--- config.mk ---
export PLATFORM = sky130hd
export DESIGN_NAME = bcd_serial_adder
export DESIGN_NICKNAME = d
export VERILOG_FILES = /design/src/rtl/bcd_pkg.sv /design/src/rtl/bcd_digit_adder.sv /design/src/rtl/bcd_serial_adder.sv
export SDC_FILE = /design/constraint.sdc
export NUM_CORES = 1
export LEC_CHECK = 0
export ABC_AREA = 0
export CAP_MARGIN = 30
export CELL_PAD_IN_SITES_DETAIL_PLACEMENT = 1
export CELL_PAD_IN_SITES_GLOBAL_PLACEMENT = 1
export CORE_MARGIN = 1.5
export CORE_UTILIZATION = 39
export CTS_BUF_LIST = sky130_fd_sc_hd__clkbuf_8
export CTS_CLUSTER_SIZE = 10
export DETAILED_ROUTE_END_ITERATION = 10
export HOLD_SLACK_MARGIN = 0.06
export PLACE_DENSITY_LB_ADDON = 0.1
export SYNTH_ARGS = -nofsm -noshare
export SYNTH_HDL_FRONTEND = slang
export SYNTH_SLANG_ARGS = --single-unit
--- constraint.sdc ---
create_clock -name clk -period 4.4 [get_ports clk]
set_input_delay 0.66 -clock clk [delete_from_list [all_inputs] [get_ports clk]]
set_output_delay 0.66 -clock clk [all_outputs]
set_load 0.005 [all_outputs]
--- src/rtl/bcd_pkg.sv ---
// Shared types and constants for the serial packed-BCD adder.
// Provides the digit type, correction constants, FSM states and a seven-segment encoder.
package bcd_pkg;

    typedef logic [3:0] bcd_digit_t;

    localparam bcd_digit_t BCD_MAX  = 4'd9;
    localparam bcd_digit_t BCD_CORR = 4'd6;

    typedef enum logic [1:0] {
        IDLE = 2'd0,
        RUN  = 2'd1,
        DONE = 2'd2
    } state_e;

    // Active-high segments, bit order {g,f,e,d,c,b,a}.
    function automatic logic [6:0] seven_seg(input bcd_digit_t d);
        logic [6:0] seg;
        unique case (d)
            4'h0:    seg = 7'h3F;
            4'h1:    seg = 7'h06;
            4'h2:    seg = 7'h5B;
            4'h3:    seg = 7'h4F;
            4'h4:    seg = 7'h66;
            4'h5:    seg = 7'h6D;
            4'h6:    seg = 7'h7D;
            4'h7:    seg = 7'h07;
            4'h8:    seg = 7'h7F;
            4'h9:    seg = 7'h6F;
            4'hA:    seg = 7'h77;
            4'hB:    seg = 7'h7C;
            4'hC:    seg = 7'h39;
            4'hD:    seg = 7'h5E;
            4'hE:    seg = 7'h79;
            default: seg = 7'h71;
        endcase
        return seg;
    endfunction

endpackage

--- src/rtl/bcd_digit_adder.sv ---
// Single-digit BCD adder/subtractor with decimal correction (combinational).
// Ports: a_i, b_i digits, cin_i carry-in, sub_i selects nine's complement of b_i;
//        digit_o corrected sum digit, cout_o decimal carry-out.
module bcd_digit_adder
    import bcd_pkg::*;
(
    input  bcd_digit_t a_i,
    input  bcd_digit_t b_i,
    input  logic       cin_i,
    input  logic       sub_i,
    output bcd_digit_t digit_o,
    output logic       cout_o
);

    bcd_digit_t b_eff;
    logic [4:0] z;
    logic       corr;

    always_comb begin
        b_eff   = sub_i ? (BCD_MAX - b_i) : b_i;
        z       = {1'b0, a_i} + {1'b0, b_eff} + {4'b0000, cin_i};
        // z > 9 detected on the raw binary sum, including the 4-bit overflow.
        corr    = z[4] | (z[3] & z[2]) | (z[3] & z[1]);
        digit_o = corr ? (z[3:0] + BCD_CORR) : z[3:0];
        cout_o  = corr;
    end

endmodule

--- src/rtl/bcd_serial_adder.sv ---
// Multi-digit packed-BCD adder/subtractor, one digit per clock, LSD first.
// Ports: clk, rst (sync active-high), start, sub, A, B, Cin in; S, Cout, busy,
//        done, err out. Macro BCD_SERIAL_ADDER_SEG_EN adds HexD seven-segment output.
module bcd_serial_adder
    import bcd_pkg::*;
#(
    parameter int N_DIGITS = 4
) (
    input  logic                  clk,
    input  logic                  rst,
    input  logic                  start,
    input  logic                  sub,
    input  logic [4*N_DIGITS-1:0] A,
    input  logic [4*N_DIGITS-1:0] B,
    input  logic                  Cin,
    output logic [4*N_DIGITS-1:0] S,
    output logic                  Cout,
    output logic                  busy,
    output logic                  done,
`ifdef BCD_SERIAL_ADDER_SEG_EN
    output logic                  err,
    output logic [7*N_DIGITS-1:0] HexD
`else
    output logic                  err
`endif
);

    localparam int W  = 4 * N_DIGITS;
    localparam int CW = (N_DIGITS > 1) ? $clog2(N_DIGITS) : 1;
    localparam logic [CW-1:0] LAST = CW'(N_DIGITS - 1);

    state_e         state_q, state_d;
    logic [W-1:0]   a_q, b_q, s_q, s_d;
    logic [CW-1:0]  cnt_q;
    logic           sub_q, c_q, cout_q, done_q, err_q;

    logic           accept, last, bad;
    bcd_digit_t     a_dig, b_dig, dig;
    logic           dig_c;

    assign accept = (state_q != RUN) && start;
    assign last   = (cnt_q == LAST);

    always_comb begin
        a_dig = '0;
        b_dig = '0;
        for (int i = 0; i < N_DIGITS; i++) begin
            if (cnt_q == CW'(i)) begin
                a_dig = a_q[4*i +: 4];
                b_dig = b_q[4*i +: 4];
            end
        end
    end

    always_comb begin
        bad = 1'b0;
        for (int i = 0; i < N_DIGITS; i++) begin
            if (A[4*i +: 4] > BCD_MAX || B[4*i +: 4] > BCD_MAX)
                bad = 1'b1;
        end
    end

    bcd_digit_adder u_digit (
        .a_i     (a_dig),
        .b_i     (b_dig),
        .cin_i   (c_q),
        .sub_i   (sub_q),
        .digit_o (dig),
        .cout_o  (dig_c)
    );

    // Result digits are written in place as they are produced.
    always_comb begin
        s_d = s_q;
        if (state_q == RUN) begin
            for (int i = 0; i < N_DIGITS; i++) begin
                if (cnt_q == CW'(i))
                    s_d[4*i +: 4] = dig;
            end
        end
    end

    always_ff @(posedge clk) begin
        if (rst)
            state_q <= IDLE;
        else
            state_q <= state_d;
    end

    always_comb begin
        state_d = state_q;
        unique case (state_q)
            IDLE, DONE: if (start) state_d = RUN;
            RUN:        if (last)  state_d = DONE;
            default:    state_d = IDLE;
        endcase
    end

    always_ff @(posedge clk) begin
        if (rst) begin
            a_q    <= '0;
            b_q    <= '0;
            s_q    <= '0;
            cnt_q  <= '0;
            sub_q  <= 1'b0;
            c_q    <= 1'b0;
            cout_q <= 1'b0;
            done_q <= 1'b0;
            err_q  <= 1'b0;
        end else begin
            done_q <= 1'b0;
            if (accept) begin
                a_q   <= A;
                b_q   <= B;
                sub_q <= sub;
                c_q   <= sub | Cin;
                cnt_q <= '0;
                err_q <= bad;
            end else if (state_q == RUN) begin
                s_q   <= s_d;
                c_q   <= dig_c;
                cnt_q <= cnt_q + 1'b1;
                if (last) begin
                    cout_q <= dig_c;
                    done_q <= 1'b1;
                end
            end
        end
    end

    always_comb begin
        busy = (state_q == RUN);
        done = done_q;
        S    = s_q;
        Cout = cout_q;
        err  = err_q;
    end

`ifdef BCD_SERIAL_ADDER_SEG_EN
    for (genvar g = 0; g < N_DIGITS; g++) begin : g_seg
        assign HexD[7*g +: 7] = seven_seg(s_q[4*g +: 4]);
    end
`endif

endmodule
==> flow_metrics.py <==
metrics = {
    "global_route": {
        "grt_pass1_vias": 2766,
        "grt_max_degree": 50,
        "gr-total-overflow": 0,
        "grt_pass1_wl_um": 13900,
        "antenna_found_initial": 0,
        "grtUsageTotal_pct": 23.4,
    },
    "die": {
        "initial_core_util_pct": 40.3,
        "core_area_um2": 7250,
        "die_area_um2": 8020,
        "die_x_um": 89.6,
        "std_cell_rows": 31,
        "io_pins": 57,
        "fp.dieH_um": 89.6,
    },
    "timing": {
        "fin_skew_ps": 5.64,
        "worstMarginPinSlew_ps": 688,
        "setup_ws_ps": 382,
        "fin_tns_setup_ps": 0,
        "grt_setup_unrepaired": "false",
        "period_minus_slack_ps": 4020,
        "setup_viol": 0,
        "clock.fmax_ghz": 0.249,
        "hold_viol_final": 0,
        "relSlewSlack_pct": 54.2,
        "drv_slew": 0,
        "finalCritPeriodShare_pct": 91.3,
    },
    "route": {
        "ant_nets": 0,
        "viasPerCell": 5.34,
        "vias": 2838,
        "dr.first_iter.drc_count": 110,
        "drc_errors": 0,
        "routed_wirelength_um": 8770,
        "drt_pass1_iterations": 4,
        "wl_per_cell_um": 16.5,
    },
    "cts": {
        "cts.sinks": 57,
        "cts.htree.levels": 3,
        "insertion_delay_ps": 340,
        "ctsResizeCount": 0,
        "cts_tree": "yes",
        "postCtsSetupRepairBufs": 0,
        "cts_max_path_buffers": 2,
        "numCtsBuffers": 9,
        "clkTransAtPathRegs_ps": 70,
        "root_buffer": "clkbuf_8",
        "cts_hold_buf": 0,
    },
    "layout": {
        "drive_gt1_share_pct": 6.94,
        "antenna_cells": 0,
        "fin_nets": 475,
        "layout_commonest_cell": "nand2_1",
        "syn2layout_area_growth_pct": 29.0,
        "final_cell_mix": "86 x nand2_1, 62 x a21oi_1, 57 x dfxtp_1",
        "layout.core_utilization_pct": 52.0,
        "instances_no_fill": 531,
        "fillers": 925,
    },
    "placement": {
        "place_ws_ps": 450,
        "dp_cells": 515,
        "port-buffer-count": 56,
        "hpwlAfterDp_um": 6300,
        "routabilityCongestion": 0.815,
    },
    "logic_synthesis": {
        "yosys_warnings": 0,
        "synth_cell_types": 51,
        "syn_nets": 432,
        "ys.flop_type": "dfxtp_1",
        "synth_fa_ha_area_share_pct": 5.22,
        "synthArstFlopShare_pct": 0,
        "synth_area_per_cell_um2": 7.61,
        "syn_inst": 384,
        "synth_top_area_cell": "dfxtp_1",
        "ys_ff_latch": 57,
        "seq_area_frac_synth_pct": 39.0,
        "synth-compound-area-share_pct": 23.6,
        "synth_edf_count": 0,
        "synth_top_area_share_pct": 39.0,
        "synth_top_family_by_area": "simple AND/OR/NAND/NOR gates",
        "synth_area_leaders": "dfxtp_1 39%, nand2_1 11%, a21oi_1 11%",
        "synth-xor-area-share_pct": 1.71,
        "syn_area_um2": 2920,
        "yosys.area_share.simple_pct": 24.1,
        "muxShareOfSynthArea_pct": 0.728,
    },
    "power_and_ir_drop": {
        "irDropWorstVdd_mv": 0.202,
        "p_per_area_nw_per_um2": 381,
        "power_leakage_nw": 1.39,
        "totalPowerFinal_mw": 1.44,
    },
    "worst_setup_path": {
        "max_stage_delay_ps": 510,
        "cp_max_fo": 18,
        "arrival_ps": 4220,
        "crit_required_ps": 4600,
        "critPathBufInv": 1,
        "worstPathCellList": "inv_1 -> ha_1 -> nand3b_1 -> a21oi_1 -> a21oi_1 -> nor2_1 -> a21oi_1 -> ha_1 -> nand2_1 -> xor2_1 -> ha_1 -> or3_1 -> a21o_1 -> a31oi_1 -> a211oi_1",
        "critPathSlowestCell": "ha_1",
        "endpoint_kind": "flop",
        "start_kind": "flop",
        "path_delay_family": "compound AO/OA/AOI/OAI gates",
        "criticalPathCategory": "flop to flop",
    },
    "worst_hold_path": {
        "hp-class": "flop to flop",
    },
    "flow_run": {
        "max_cap_violations": 0,
    },
    "status": {
        "status": "completed",
    },
}
## worst min-delay path: stages (launching register included)
cell and delay, ps:
dfxtp_1 310, nand2_1 50, a21oi_1 50
## per-layer routing
metal | track usage [%] | part of all wire [%]
met5 | 0 | 0
met4 | 5.03 | 1.0
met3 | 5.48 | 3.1
met2 | 40.9 | 50
met1 | 29.2 | 46
## synth_stat cells, drive strengths merged, types with 3 or more instances
| cell | instances |
|---|---|
| ha | 9 |
| a211oi | 11 |
| nand2 | 87 |
| a21o | 3 |
| nor2 | 26 |
| a21oi | 62 |
| o21ai | 22 |
| xor2 | 3 |
| nor2b | 3 |
| and2 | 4 |
| nor3 | 13 |
| nor3b | 5 |
| buf | 8 |
| dfxtp | 57 |
| nand3b | 6 |
| clkbuf | 20 |
| inv | 11 |
| a2111oi | 4 |
## final cells by class
cell class | count | area (um^2) | share of cell area [%]
Sequential cell | 57 | 1140 | 30.3
Tap cell | 99 | 124 | 3.29
Multi-Input combinational cell | 288 | 1620 | 42.9
Clock buffer | 10 | 138 | 3.65
Inverter | 11 | 41.3 | 1.10
Timing Repair Buffer | 60 | 618 | 16.4
Clock inverter | 6 | 90.1 | 2.39
## state kept, by name (all words and copies together), names as in the netlist
signal   flops
cnt_q        2
state_q      2
b_q         16
a_q         16
done         1
S           16
err          1
c_q          1
sub_q        1
Cout         1
## cells by family (layout without fill, tap and decap cells)
group	Yosys count	count (layout)
AO/OA/AOI/OAI	116	116
XOR/XNOR	4	4
adder cells (fa/ha/maj)	11	11
buffers and inverters	39	87
flip-flops	57	57
multiplexers	2	2
AND/OR/NAND/NOR	155	155
## per-stage QoR
| stage | instance area [um^2] | hold slack (ps) |
|---|---|---|
| after floorplan | 2920 | 436 |
| after global routing | 3770 | 481 |
| after CTS | 3770 | 463 |
| after detailed placement | 3540 | 450 |
| after global placement | 3490 | 445 |
| final | 3770 | 462 |
## worst paths after layout
kind         startpoint      to  slack, ps  cells past startpoint
max reg2reg    cnt_q[1]   S[13]        380                     15
max            cnt_q[1]   S[13]        380                     15
min reg2reg      b_q[5]  b_q[5]        460                      2
min              b_q[5]  b_q[5]        460                      2
## power breakdown
| part | switching [mW] | total, mW | leakage, nW | internal (mW) |
|---|---|---|---|---|
| clock network | 0.232 | 0.568 | 0.113 | 0.336 |
| logic | 0.177 | 0.306 | 0.808 | 0.129 |
| registers | 0.0172 | 0.561 | 0.466 | 0.544 |
(Power assumes the default switching activity.)
==> patch (config.mk and constraints unchanged) <==
The parameter `N_DIGITS` goes from 4 to 16.
--- a/src/rtl/bcd_serial_adder.sv
+++ b/src/rtl/bcd_serial_adder.sv
@@ -5,5 +5,5 @@
     import bcd_pkg::*;
 #(
-    parameter int N_DIGITS = 4
+    parameter int N_DIGITS = 16
 ) (
     input  logic                  clk,
Ports: changed (resized A, B and S); port bits go from 57 to 201. The function was not compared with the original's and may differ.
==> patch against the original RTL <==
  * Cell area grew to 3.3 times the old value
  * Hold slack lost 140 ps
  * Maximum frequency shrank 5.4%
  * Synthesized area grew to 3.2 times the old value
  * Setup slack lost 230 ps
  * Sequential cell count grew 146
  * Wire length grew to 4.2 times the old value
  * Total power grew to 3.0 times the old value
  * Sequential share of layout area grew 2.0 points
  * Critical path depth grew 4
  * Core utilization grew 1.5 points
  * Highest routed layer unchanged
==> patch: results (changes against the original RTL) <==
Root Buffer = clkbuf_8 (unchanged)
Cts bufs inserted = 36 (was 9)
Worst Max-Slew Pin Slew = 952.8 ps (was 687.6 ps)
Crit path arrival time = 4620 ps (was 4220 ps)
Post-synthesis compound-gate area fraction = 0.2352 (was 0.2363)
DP Area = 11770 µm² (was 3542 µm²)
First-pass GRT wire length = 55890 µm (was 13910 µm)
Synth cell count leaders = 339 x nand2_1, 203 x dfxtp_1, 187 x a21oi_1 (was 86 x nand2_1, 62 x a21oi_1, 57 x dfxtp_1)
Crit path max-delay family = adder cells (was compound AO/OA/AOI/OAI gates)
Power per Cell Area = 346.8 nW/µm² (was 380.8 nW/µm²)
Skew-Pair Late Insertion Delay = 530 ps (was 340 ps)
Initial DRC count = 649 (was 110)
CTS Buffer Depth = 3 (was 2)
Initial DRT Pass Iterations = 5 (was 4)
Layout Cells excl Fill = 1788 (was 531)
Area share of fa/ha/maj cells after synthesis = 0.01629 (was 0.05223)
R2R Path Start = cnt_q[0] (was cnt_q[1])
GR Util All Layers = 0.2921 (was 0.2336)
Endpoint, Worst Hold = S[50] (was b_q[5])
FF-to-FF End = S[55] (was S[13])
Share of the yosys chip area belonging to registers = 0.4338 (was 0.3904)
Max Fclk = 235.3 MHz (was 248.9 MHz)
Largest net degree at the start of global routing = 135 (was 50)
Slowest CP cell = fa_2 (was ha_1)
H-tree lvl count = 2 (was 3)
Number of distinct library cells after synthesis = 69 (was 51)
Nets = 1595 (was 475)
P_leak = 4.527 nW (was 1.387 nW)
Dpl hpwl = 26920 µm (was 6301 µm)
Worst-case reg-to-reg path depth = 19 (was 15)
Status = finished, final reports clean (unchanged)
Inst Count DP = 1727 (was 515)
Filler Cells Inserted = 2941 (was 925)
Mean post-synth cell area = 7.506 µm² (was 7.611 µm²)
Top cells by area, synth = dfxtp_1 43%, nand2_1 14%, a21oi_1 10% (was dfxtp_1 39%, nand2_1 11%, a21oi_1 11%)
Max FO, Critical Path = 11 (was 18)
Synthesized netlist net count = 1392 (was 432)
I/O Buffers = 200 (was 56)
HP Start = rst (was b_q[5])
Clk_skew = 17.31 ps (was 5.641 ps)
Drt wl/cell = 20.40 µm (was 16.52 µm)
Internal reg-to-reg setup slack = 150 ps (was 380 ps)
Critical path's largest stage delay = 460 ps (was 510 ps)
Peak supply drop = 0.0002233 V (was 0.0002016 V)
Post-synthesis mux area share = 0.005877 (was 0.007277)
Share of post-route cells with drive strength above 1 = 0.1123 (was 0.06944)
patch: cell count changes after synthesis, sizes merged, moves of 10 or more:
| cell | before | now |
|---|---|---|
| nand3 | 2 | 25 |
| clkbuf | 20 | 42 |
| nor2 | 26 | 101 |
| nand2 | 87 | 340 |
| a211oi | 11 | 21 |
| nor3 | 13 | 30 |
| dfxtp | 57 | 203 |
| nand3b | 6 | 16 |
| a21oi | 62 | 188 |
| o21ai | 22 | 81 |
| buf | 8 | 54 |
patch: cell type report:
cell class	count	share of cell area
Sequential cell	203	0.3230
Clock buffer	39	0.04262
Clock inverter	17	0.006259
Timing Repair Buffer	260	0.1990
Tap cell	319	0.03169
Inverter	12	0.003577
Multi-Input combinational cell	938	0.3938
patch: routing by layer:
metal | wire length, µm | part of all wire | GRT usage | vias to the layer above
li1 | - | - | - | 4698
met1 | 17090 | 0.47 | 0.4125 | 4810
met2 | 16430 | 0.45 | 0.4624 | 323
met3 | 2222 | 0.061 | 0.04736 | 59
met4 | 731 | 0.020 | 0.07566 | 0
met5 | 0 | 0 | 0 | -
patch: how the worst max path moves through the flow:
stage	cells past startpoint	to
after floorplan	20	S[15]
after CTS	17	S[39]
after global placement	16	S[62]
after detailed placement	16	S[62]
final	19	S[55]
after global routing	20	S[49]
patch: power by group:
group	switching [mW]	total, mW	internal [mW]
logic	0.466	0.804	0.339
registers	0.0693	1.99	1.92
clock network	0.765	1.57	0.807
total	1.30	4.37	3.07
patch: repair_timing:
action,in CTS,in global routing
buffers inserted,0,3
setup endpoints to repair,36,50
cloned,1,0
pin swaps,3,9
gates resized for setup,8,30
